### src/rtl/fifo_out_stage.sv
// fifo_out_stage: read-side drain stage between FIFO controller/RAM and a valid/ready consumer.
// Optional statistics counters (words_out, stall_cycles) are enabled by defining FIFO_OUT_STATS_EN.
module fifo_out_stage #(
    parameter int WIDTH = 8,
    parameter int RD_LAT = 2,
    parameter int BUF_ENTRIES = 4
) (
    input  logic             clk,
    input  logic             reset,
    input  logic             fifo_empty,
    output logic             fifo_rd,
    input  logic [WIDTH-1:0] ram_rdata,
    output logic             out_valid,
    input  logic             out_ready,
    output logic [WIDTH-1:0] out_data,
    output logic             busy
`ifdef FIFO_OUT_STATS_EN
    ,
    output logic [15:0]      words_out,
    output logic [15:0]      stall_cycles
`endif
);
    localparam int PW = $clog2(BUF_ENTRIES);
    localparam int IW = $clog2(RD_LAT + 1);
    localparam int CW = PW + 1;
    localparam int SW = CW + 1;

    if (RD_LAT < 1 || RD_LAT > 3 || BUF_ENTRIES < RD_LAT + 1 || (BUF_ENTRIES & (BUF_ENTRIES - 1)) != 0) begin : g_bad_params
        $error("fifo_out_stage: RD_LAT must be 1-3 and BUF_ENTRIES a power of two >= RD_LAT+1");
    end

    logic [RD_LAT-1:0] lat;
    logic [IW-1:0]     inflight;
    logic [PW-1:0]     wr_ptr;
    logic [PW-1:0]     rd_ptr;
    logic [CW-1:0]     occ;
    logic [WIDTH-1:0]  mem [BUF_ENTRIES];
    logic              capture;
    logic              pop;

    // Count reads still travelling through the RAM pipeline.
    always_comb begin
        inflight = '0;
        for (int i = 0; i < RD_LAT; i++) inflight = inflight + IW'(lat[i]);
    end

    // Issue a read only when every outstanding word is guaranteed a buffer slot.
    always_comb begin
        fifo_rd   = ~fifo_empty & ~reset & ((SW'(inflight) + SW'(occ)) < SW'(BUF_ENTRIES));
        capture   = lat[RD_LAT-1];
        out_valid = occ != '0;
        pop       = out_valid & out_ready;
        out_data  = out_valid ? mem[rd_ptr] : '0;
        busy      = out_valid | (lat != '0);
    end

    // Latency shift register: the last stage marks the cycle ram_rdata is valid.
    always_ff @(posedge clk) begin
        if (reset) lat <= '0;
        else       lat <= RD_LAT'({lat, fifo_rd});
    end

    // Pointers and occupancy; a simultaneous capture and pop leaves occupancy unchanged.
    always_ff @(posedge clk) begin
        if (reset) begin
            wr_ptr <= '0;
            rd_ptr <= '0;
            occ    <= '0;
        end else begin
            wr_ptr <= wr_ptr + PW'(capture);
            rd_ptr <= rd_ptr + PW'(pop);
            occ    <= occ + CW'(capture) - CW'(pop);
        end
    end

    // Buffer storage; contents need no reset since occupancy gates visibility.
    always_ff @(posedge clk) begin
        if (capture) mem[wr_ptr] <= ram_rdata;
    end

`ifdef FIFO_OUT_STATS_EN
    // Saturating counters of delivered words and consumer stall cycles.
    always_ff @(posedge clk) begin
        if (reset) begin
            words_out    <= '0;
            stall_cycles <= '0;
        end else begin
            if (pop && words_out != 16'hFFFF) words_out <= words_out + 16'd1;
            if (out_valid && !out_ready && stall_cycles != 16'hFFFF) stall_cycles <= stall_cycles + 16'd1;
        end
    end
`endif
endmodule
### config.mk
export PLATFORM = sky130hd
export DESIGN_NAME = fifo_out_stage
export DESIGN_NICKNAME = d
export VERILOG_FILES = /design/src/rtl/fifo_out_stage.sv
export SDC_FILE = /design/constraint.sdc
export NUM_CORES = 1
export LEC_CHECK = 0
export ABC_AREA = 1
export CORE_ASPECT_RATIO = 1.25
export CORE_MARGIN = 4
export CORE_UTILIZATION = 48
export DETAILED_ROUTE_END_ITERATION = 10
export HOLD_SLACK_MARGIN = 0.15
export PLACE_DENSITY = 0.74
export SLEW_MARGIN = 20
export SYNTH_ARGS = -nofsm -noshare
export SYNTH_HDL_FRONTEND = slang
export SYNTH_SLANG_ARGS = --single-unit
### constraint.sdc
create_clock -name clk -period 1.6 [get_ports clk]
set_clock_uncertainty 0.05 [all_clocks]
set_input_delay 0.32 -clock clk [delete_from_list [all_inputs] [get_ports clk]]
set_output_delay 0.32 -clock clk [all_outputs]
set_load 0.05 [all_outputs]
==> summary.md, run 1 <==
| Metric | Value |
|---|---|
| Worst EP required | 1.23 ns |
| Mapped Avg Cell Area | 10.9 um^2 |
| Die ar. | 0.00459 mm^2 |
| #FFs+latches synth | 41 |
| Hold_ws | 0.494 ns |
| Initial antenna violation count | 0 |
| Hold Path Origin | lat[0] |
| Worst vdd ir | approximately 1.3 mV |
| H-tree level count | 2 |
| Sequential Power Share | 28.0% |
| Period utilization | 114% |
| Vias in the first global route | 1339 |
| Post-Synthesis Cells | between 150 and 200 |
| Critical path arrival | 1.46 ns |
| Seq/Total Area, Yosys | 66.6% |
| Least-Margin Pin Slew | around 0.28 ns |
| Placement Rows | 24 |
| Dominant cells by area after synthesis | edfxtp_1 (56%), dfxtp_1 (11%), nor2_1 (9.6%) |
| Setup TNS | -2.56 ns |
| Sw Pwr | 1.92 mW |
| Drt first-iter violations | 28 |
| Leakage | 0.963 nW |
| Drt drc | 0 |
| Ant diodes | 0 |
| Endpoints failing hold | 0 |
| Number of buffers created by CTS | 5 |
| Syn nets | approximately 170 |
| Post-synth EDFFs | 32 |
| Clock tree buffer depth | 2 |
| Worst setup SP type | flop |
| WL final | 3930 um |
| Setup ws final | -0.229 ns |
| Clk slew on worst S/H paths | 0.07 ns |
| First-pass GRT wire length | 6150 um |
| Post-Synth Adder-Cell Area | 4.09% |
| RSZ-0062 raised after global routing | yes |
| Worst-case hold path end point | lat[1] |
| Mapped cell area | around 0.0017 mm^2 |
| Max_cap viols | 0 |
| Post-synth ARST share | 0% |
| Detailed-route via count | approximately 1300 |
| Pint | ~2.7 mW |
| Yosys warns | 0 |
| Worst-path cell with the longest stage delay | dfxtp_4 |
| Share of cells above drive strength 1 | 50.0% |
| Clk Latency, worst-skew pair | 0.29 ns |
| Nets | 222 |
| Crit Path Class | flop to primary output |
| WP buf/inv | 4 |
| Post-synthesis mux area share | 0% |
| Largest net degree at the start of global routing | 17 |
| Top-area cell type share of the netlist area | 56.1% |
| I/O Buffers | 22 |
| Root buffer cell | clkbuf_8 |
| CTS tree | yes |
| Crit Path Max Fanout | 5 |
| Area growth syn-to-layout | 54.9% |
| CP Cell Sequence | buf_12 -> nor2_4 -> nand2_8 -> clkinv_8 -> buf_12 -> nand3_4 -> buf_12 |
| Worst path top cell family by delay | buffers and inverters |
| Max stage delay on crit path | 0.37 ns |
| Initial core utilization | 49.6% |
| Status | finished, violations left |
| DR pass1 iterations | 4 |
| Crit path time final | 1.83 ns |
| Design area | 0.00265 mm^2 |
| Post-synthesis compound-gate area fraction | 7.89% |
| Critical R2R Launch | occ[0] |
| # setup viols final | 13 |
| Post-synth top area cell | edfxtp_1 |
| Top-count cell post-synth | nor2_1 |
| Worst R2R Setup Slack | -0.18 ns |
| Placed cell areas | 0.00224 mm^2 |
| FMAX | ~550 MHz |
| Total GRT Usage | 19.0% |
| Hold buffers post-CTS | 0 |
| Die Wd | between 60 and 70 um |
| Post-detailed-placement half-perimeter wirelength | 2580 um |
| Cell variety after synth | 20 |
| Violated checks | setup timing |
| Simple-gate share of the synthesized area | 14.2% |
| Endpoint type of the worst setup path | primary output |
| Most frequent CP cell | buf_12 |
| DRT antenna net count | 0 |
| Worst Hold Depth | 2 |
| Pins over their slew limit | 0 |
| Via/cell ratio | around 5.2 |
| Sink Count | just over 40 |
| Worst Reg-to-Reg Cells | 10 |
| Core Area | around 0.0035 mm^2 |
| Worst slew margin | 81.4% |
| Xor and xnor area share after synthesis | just over 1% |
| Combinational power share | between 50% and 60% |
| Sw Ratio | between 40% and 50% |
| Reg2Reg Capture Point | occ[2] |
| HP Class | flop to flop |
| I/O pins | 23 |
| Power share of the clock group | between 10 and 15% |
| Placer congestion estimate | 0.779 |
| Ys flop type | edfxtp_1 |
| Pwr/cell area | 1750 mW/mm^2 |
| Post-DR wirelength/cell | 16.1 um |
| Chip height | 74.8 um |
| Grt ovf | 0 |
| Synth cell count leaders | nor2_1 (44), edfxtp_1 (32), inv_1 (13) |
| Largest family of logic cells by synthesized area | simple AND/OR/NAND/NOR gates |
[what timing repair did]
action / CTS / global route
hold endpoints to repair: 0 / 0
gates cloned: 1 / 1
pin swaps: 6 / 22
setup buffers: 4 / 0
resized for setup: 40 / 34
setup endpoints to repair: 12 / 13
[layout make-up]
class	count	area (um^2)
fillers	214	801
inverters	16	75.1
multi-input cells	95	773
clock buffers	6	72.6
repair buffers	46	518
flip-flops and latches	41	1150
well taps	39	48.8
clock inverters	2	11.3
[cells by family after synthesis]
logic type               Yosys count
adder cells (fa/ha/maj)            5
AO/OA/AOI/OAI                     27
AND/OR/NAND/NOR                   61
XOR/XNOR                           2
buffers and inverters             21
flip-flops                        41
[state kept, by name, indices dropped and copies added (netlist names)]
register,count
mem,32
occ,3
lat,2
rd_ptr,2
wr_ptr,2
[cells in the final DEF (no fill, tap or decap), types with 5 or more instances in the layout]
cell | synthesis | layout
a21oi_4 | 0 | 8
buf_12 | 0 | 5
buf_4 | 0 | 17
buf_6 | 2 | 10
clkbuf_8 | 0 | 5
clkdlybuf4s50_1 | 0 | 11
dfxtp_1 | 9 | 5
edfxtp_1 | 32 | 32
inv_1 | 13 | 10
nor2_1 | 44 | 26
nor2_2 | 0 | 11
nor2_4 | 0 | 7
o21ai_2 | 0 | 14
[power groups by stage]
| stage | sequential [mW] | clock [mW] | combinational [mW] |
|---|---|---|---|
| after floorplan | 1.29 | 0 | 1.35 |
| after global routing | 1.31 | 0.711 | 2.83 |
| after global placement | 1.29 | 0 | 1.98 |
| after CTS | 1.29 | 0.663 | 2.50 |
| final | 1.30 | 0.645 | 2.70 |
| after detailed placement | 1.30 | 0 | 2.03 |
[worst max path at each step]
stage	start	to	slack (ns)	cells past startpoint
floorplan	occ[1]	occ[1]	-0.02	8
global placement	out_ready	occ[1]	-0.31	7
detailed placement	out_ready	occ[1]	-0.39	7
CTS	occ[0]	fifo_rd	-0.22	7
global route	lat[0]	fifo_rd	-0.27	6
finish	occ[0]	busy	-0.23	7
[worst register-to-register path, cell delays in order, from the launching register on]
cell	delay [ns]
dfxtp_4	0.38
buf_12	0.11
nor2_4	0.04
nand2_8	0.10
nand3_4	0.08
o21ai_2	0.07
ha_2	0.19
inv_2	0.04
fa_2	0.36
xnor2_2	0.19
nor2_2	0.07
[per-stage QoR]
step / setup WS, ns / utilization, % / total power, mW / cells
finish: -0.229 / 76.8 / 4.65 / 245
global route: -0.271 / 76.8 / 4.85 / 245
CTS: -0.221 / 72.6 / 4.45 / 244
detailed placement: -0.393 / 64.7 / 3.33 / 231
global placement: -0.307 / 64.7 / 3.27 / 231
floorplan: -0.0248 / - / 2.64 / 157
[metal layers]
layer  routed length (um)  global-route usage (%)  share of wire [%]
met1                 1510                    19.2                 38
met2                 2200                    35.2                 56
met3                  147                    5.66                3.7
met4                   79                    8.25                2.0
met5                    0                       0                  0
No activity file was read; power rests on OpenSTA's default activity.
==> run 2: changes to the inputs <==
--- a/config.mk
+++ b/config.mk
@@ -10,7 +10,9 @@
 export CORE_MARGIN = 4
 export CORE_UTILIZATION = 48
 export DETAILED_ROUTE_END_ITERATION = 10
+export GPL_TIMING_DRIVEN = 1
 export HOLD_SLACK_MARGIN = 0.15
+export MAX_ROUTING_LAYER = met4
 export PLACE_DENSITY = 0.74
 export SLEW_MARGIN = 20
 export SYNTH_ARGS = -nofsm -noshare
==> run 2 against run 1 <==
  * Critical path depth down 1
  * The flow still finishes with violations (setup timing)
  * Sequential power is essentially flat
  * Via count up 1.3%
  * Sequential share of layout area decreased by 0.18 points
  * Sequential cell count is the same
  * Design area increased by 0.42%
  * Count of clock-buffer cells in the layout is the same
  * Global-route usage increased by 0.65 points
  * Utilization grew 0.33 points
  * Wire length increased by 0.86%
  * Power is 0.24% higher
==> summary.md, run 2 (synthesis results as in run 1) <==
| Metric | Value |
|---|---|
| Status | finished, violations left |
| Violated checks | setup timing |
| Commonest cells after routing, fill and taps aside | edfxtp_1 (32), nor2_1 (25), buf_4 (17) |
| Nets | ~220 |
| WL final | just under 4000 um |
| Crit Path Max Fanout | 5 |
| # setup viols final | 13 |
| Chip height | around 75 um |
| Number of buffers created by CTS | 5 |
| CP Cell Sequence | clkbuf_16 -> nor2_1 -> nor2_1 -> o21ai_2 -> a21oi_4 -> buf_6 |
| Worst EP required | between 1 and 1.5 ns |
| Largest net degree at the start of global routing | 17 |
| CTS tree | yes |
| Ant diodes | 0 |
| Total GRT Usage | 19.7% |
| Drt drc | 0 |
| Endpoints failing hold | 0 |
| Clk Latency, worst-skew pair | ~0.29 ns |
| DRT antenna net count | 0 |
| Critical path arrival | 1.46 ns |
| Worst Hold Depth | 2 |
| Crit path time final | 1.83 ns |
| I/O Buffers | 22 |
| Die ar. | 0.00459 mm^2 |
| Pins over their slew limit | 0 |
| Register Area | 0.00115 mm^2 |
| Sink Count | 41 |
| Post-DR wirelength/cell | 16.2 um |
| First-pass GRT wire length | 6180 um |
| Reg2Reg Capture Point | occ[2] |
| Hold Path Origin | lat[0] |
| Share of cells above drive strength 1 | 51.0% |
| Worst R2R Setup Slack | -0.18 ns |
| Max FFs per register | 32 |
| Worst-path cell with the longest stage delay | dfxtp_4 |
| Vias in the first global route | 1327 |
| Placer congestion estimate | 0.790 |
| Worst setup SP type | flop |
| Endpoint type of the worst setup path | primary output |
| Worst vdd ir | roughly 1.3 mV |
| Initial antenna violation count | 0 |
| Final core utilization | between 70% and 80% |
| Critical R2R Launch | occ[0] |
| H-tree level count | 2 |
| Initial core utilization | roughly 50% |
| Fillers | 211 |
| Die Wd | 61.4 um |
| Most frequent CP cell | nor2_1 |
| Worst-case hold path end point | lat[1] |
| RSZ-0062 raised after global routing | yes |
| Leading cell type in the layout, fill and taps excluded | edfxtp_1 |
| Setup ws final | -0.233 ns |
| Clk slew on worst S/H paths | 0.07 ns |
| Area growth syn-to-layout | 55.5% |
| Area of the multi-input gates | 785 um^2 |
| Drt first-iter violations | 17 |
| HP Class | flop to flop |
| I/O pins | 23 |
| Reg with most FFs | mem |
| Pwr/cell area | 1750 mW/mm^2 |
| Least-Margin Pin Slew | 0.271 ns |
| Detailed-route via count | 1280 |
| Worst path top cell family by delay | flip-flops |
| Largest registers | mem: 32 flops, occ: 3 flops |
| Clock tree buffer depth | 2 |
| Leakage | slightly below 1 nW |
| Worst Reg-to-Reg Cells | 10 |
| DR pass1 iterations | 4 |
| Core Area | 0.00345 mm^2 |
| Via/cell ratio | ~5.2 |
| Pwr Total | 4.66 mW |
| Period utilization | 115% |
| Max_cap viols | 0 |
| FMAX | 545 MHz |
| Crit Path Class | flop to primary output |
| Post-detailed-placement half-perimeter wirelength | 2580 um |
| Worst slew margin | 81.8% |
| WP buf/inv | 2 |
| Root buffer cell | clkbuf_8 |
| Hold_ws | 0.493 ns |
| Max stage delay on crit path | 0.41 ns |
| Hold buffers post-CTS | 0 |
| Placement Rows | 24 |
| Grt ovf | 0 |
| Setup TNS | -2.57 ns |
## run 2: cell counts in the layout (fill, tap and decap cells not counted)
Identical to the previous run, type by type.
## run 2: how the worst max path moves through the flow
stage,from,end,slack [ns],cells past startpoint
final,rd_ptr[0],out_data[7],-0.23,6
after global placement,out_ready,occ[1],-0.31,7
after floorplan,occ[1],occ[1],-0.02,8
after detailed placement,out_ready,occ[1],-0.39,7
after global routing,rd_ptr[0],out_data[7],-0.28,6
after CTS,occ[0],fifo_rd,-0.22,7
## run 2: where the power goes
group	total, mW	leakage [nW]	switching [mW]	internal [mW]
logic	2.71	0.560	1.51	1.20
registers	1.30	0.365	0.0743	1.23
clock network	0.649	0.0388	0.347	0.302
total	4.66	0.964	1.93	2.73
## run 2: repair_timing
action / CTS / global route
gates resized for setup: 40 / 37
endpoints found under the hold margin: 0 / 0
buffers inserted: 4 / 0
endpoints found under the setup margin: 12 / 13
gates cloned: 1 / 1
pin swaps: 6 / 23
## run 2: area by class of cell
type                            count  share of cell area (%)
Clock buffer                        6                    2.72
Timing Repair Buffer               46                    19.4
Inverter                           16                    2.82
Clock inverter                      2                   0.423
Tap cell                           39                    1.83
Sequential cell                    41                    43.3
Multi-Input combinational cell     95                    29.5
## run 2: worst reg2reg max path, delay by kind of cell (launching register included)
family	cells	cell delay, ns
buffers and inverters	2	0.15
XOR/XNOR	1	0.19
adder cells (fa/ha/maj)	2	0.55
AO/OA/AOI/OAI	1	0.07
AND/OR/NAND/NOR	4	0.29
flip-flops	1	0.38
## run 2: routing by layer
layer	track usage [%]	part of all wire [%]
met4	8.25	2.3
met3	5.32	4.4
met2	34.9	56
met1	19.9	37
met5	-	0
## run 2: stage by stage
step / cells / setup WS (ns) / instance area, um^2
floorplan: 157 / -0.0248 / 1860
global placement: 231 / -0.307 / 2240
detailed placement: 231 / -0.393 / 2240
CTS: 244 / -0.221 / 2510
global route: 245 / -0.284 / 2660
finish: 245 / -0.233 / 2660
==> run 3: changes to the inputs <==
==> constraint.sdc (replaced) <==
create_clock -name clk -period 1.6 [get_ports clk]
set_clock_uncertainty 0.05 [all_clocks]
set_input_delay 0.48 -clock clk [delete_from_list [all_inputs] [get_ports clk]]
set_output_delay 0.48 -clock clk [all_outputs]
set_load 0.05 [all_outputs]
==> run 3 against run 2 <==
  * Power rose by 0.96%
  * Non-clock buffer count fell by 1
  * Largest power group unchanged
  * The run still ends with setup timing left
  * Critical endpoint is now out_data[2]
  * Worst hold slack got worse by 0.0052 ns
  * Via count rose by 0.23%
  * Final cell count did not move
  * Sequential cell count did not move
  * Largest cell class unchanged
==> summary.md, run 3 (synthesis results as in run 1) <==
| Metric | Value |
|---|---|
| Worst-case hold path end point | lat[1] |
| Hold buffers post-CTS | 0 |
| H-tree level count | 2 |
| Die Wd | slightly above 60 um |
| Worst vdd ir | 1.38 mV |
| Drt first-iter violations | 70 |
| Crit Path Class | flop to primary output |
| Drt drc | 0 |
| Share of cells above drive strength 1 | 46.6% |
| Placer congestion estimate | approximately 0.75 |
| I/O pins | 23 |
| Largest net degree at the start of global routing | 18 |
| Pwr/cell area | approximately 1800 mW/mm^2 |
| Status | finished, violations left |
| CTS tree | yes |
| Period utilization | 124% |
| Post-detailed-placement half-perimeter wirelength | between 2000 and 3000 um |
| Worst Reg-to-Reg Cells | 9 |
| Grt ovf | 0 |
| Cells after DPL | 241 |
| Setup TNS | -4.00 ns |
| Critical R2R Launch | occ[0] |
| Placement Rows | 24 |
| Post-DR wirelength/cell | 16.6 um |
| # setup viols final | 13 |
| Leakage | 0.985 nW |
| Least-Margin Pin Slew | 0.328 ns |
| Post-Place Setup Slack | -0.520 ns |
| Worst R2R Setup Slack | -0.18 ns |
| Nets | between 200 and 250 |
| Max_cap viols | 0 |
| Placed cell areas | 0.00235 mm^2 |
| Crit Path Max Fanout | 5 |
| Setup ws final | -0.389 ns |
| Reg2Reg Capture Point | occ[1] |
| HP Class | flop to flop |
| Largest registers | mem: 32 flops, occ: 3 flops |
| Clock tree buffer depth | 2 |
| Worst Hold Depth | 2 |
| Worst EP required | roughly 1.1 ns |
| Clk Latency, worst-skew pair | around 0.30 ns |
| Critical path arrival | 1.46 ns |
| Initial core utilization | 49.6% |
| FMAX | 503 MHz |
| Total GRT Usage | between 10% and 20% |
| Initial antenna violation count | 0 |
| Hold Path Origin | lat[0] |
| Leading cell type in the layout, fill and taps excluded | nor2_1 |
| Worst slew margin | 78.0% |
| Area growth syn-to-layout | 56.6% |
| Final std cells w/o fill | 245 |
| Core Area | 0.00345 mm^2 |
| Hold_ws | 0.488 ns |
| Reg with most FFs | mem |
| Detailed-route via count | between 1000 and 1500 |
| WL final | between 4000 and 5000 um |
| Endpoints failing hold | 0 |
| Final core utilization | 77.7% |
| Commonest cells after routing, fill and taps aside | nor2_1 (35), edfxtp_1 (32), buf_4 (17) |
| Via/cell ratio | around 5.2 |
| Clk slew on worst S/H paths | approximately 0.080 ns |
| Pwr Total | 4.70 mW |
| Endpoint type of the worst setup path | primary output |
| Die ar. | ~0.0046 mm^2 |
| DR pass1 iterations | 4 |
| Ant diodes | 0 |
| RSZ-0062 raised after global routing | yes |
| I/O Buffers | 22 |
| First-pass GRT wire length | 6270 um |
| Chip height | ~75 um |
| Design area | 0.00268 mm^2 |
| Pins over their slew limit | 0 |
| Crit path time final | ~2.0 ns |
| Root buffer cell | clkbuf_8 |
| Violated checks | setup timing |
| DRT antenna net count | 0 |
| Number of buffers created by CTS | 5 |
| Vias in the first global route | 1380 |
| Sink Count | 41 |
| Worst setup SP type | flop |
| Max FFs per register | 32 |
==> run 3: how the worst max path moves through the flow <==
stage,startpoint,cells after the start,slack [ns],endpoint
5_1_grt,rd_ptr[0],7,-0.45,out_data[2]
3_5_place_dp,out_ready,7,-0.52,occ[1]
2_1_floorplan,occ[0],6,-0.07,fifo_rd
6_report,rd_ptr[0],7,-0.39,out_data[2]
3_3_place_gp,out_ready,7,-0.47,occ[1]
4_1_cts,rd_ptr[0],7,-0.39,out_data[4]
==> run 3: layer usage <==
layer | global-route usage [%] | part of all wire [%] | vias up
li1 | - | - | 628
met1 | 20.7 | 37 | 616
met2 | 36.2 | 57 | 31
met3 | 5.32 | 4.1 | 8
met4 | 5.90 | 1.0 | 0
met5 | - | 0 | -
==> run 3: cell type report <==
cell class | instances | area (um^2)
sequential | 41 | 1150
fill | 195 | 771
multi-input combinational | 95 | 754
timing repair buffer | 45 | 499
inverter | 16 | 98.8
clock buffer | 5 | 68.8
tap | 39 | 48.8
clock inverter | 3 | 41.3
timing repair inverter | 1 | 16.3
==> run 3: worst max-delay path, cell delays in order (launching register included) <==
cell and delay (ns):
dfxtp_4 0.40, buf_12 0.12, buf_6 0.10, nor2_4 0.03, nor2_2 0.11, o21ai_2 0.08
a21oi_4 0.16, buf_6 0.17
==> run 3: what timing repair did <==
action | CTS | global route
cloned | 1 | 2
setup buffers | 2 | 0
gates resized for setup | 24 | 38
setup endpoints to repair | 13 | 13
pin swaps | 8 | 20
==> run 3: report_power, final <==
| part | switching [mW] | internal, mW | leakage (nW) |
|---|---|---|---|
| logic | 1.51 | 1.08 | 0.568 |
| clock network | 0.345 | 0.459 | 0.0518 |
| registers | 0.0863 | 1.23 | 0.365 |
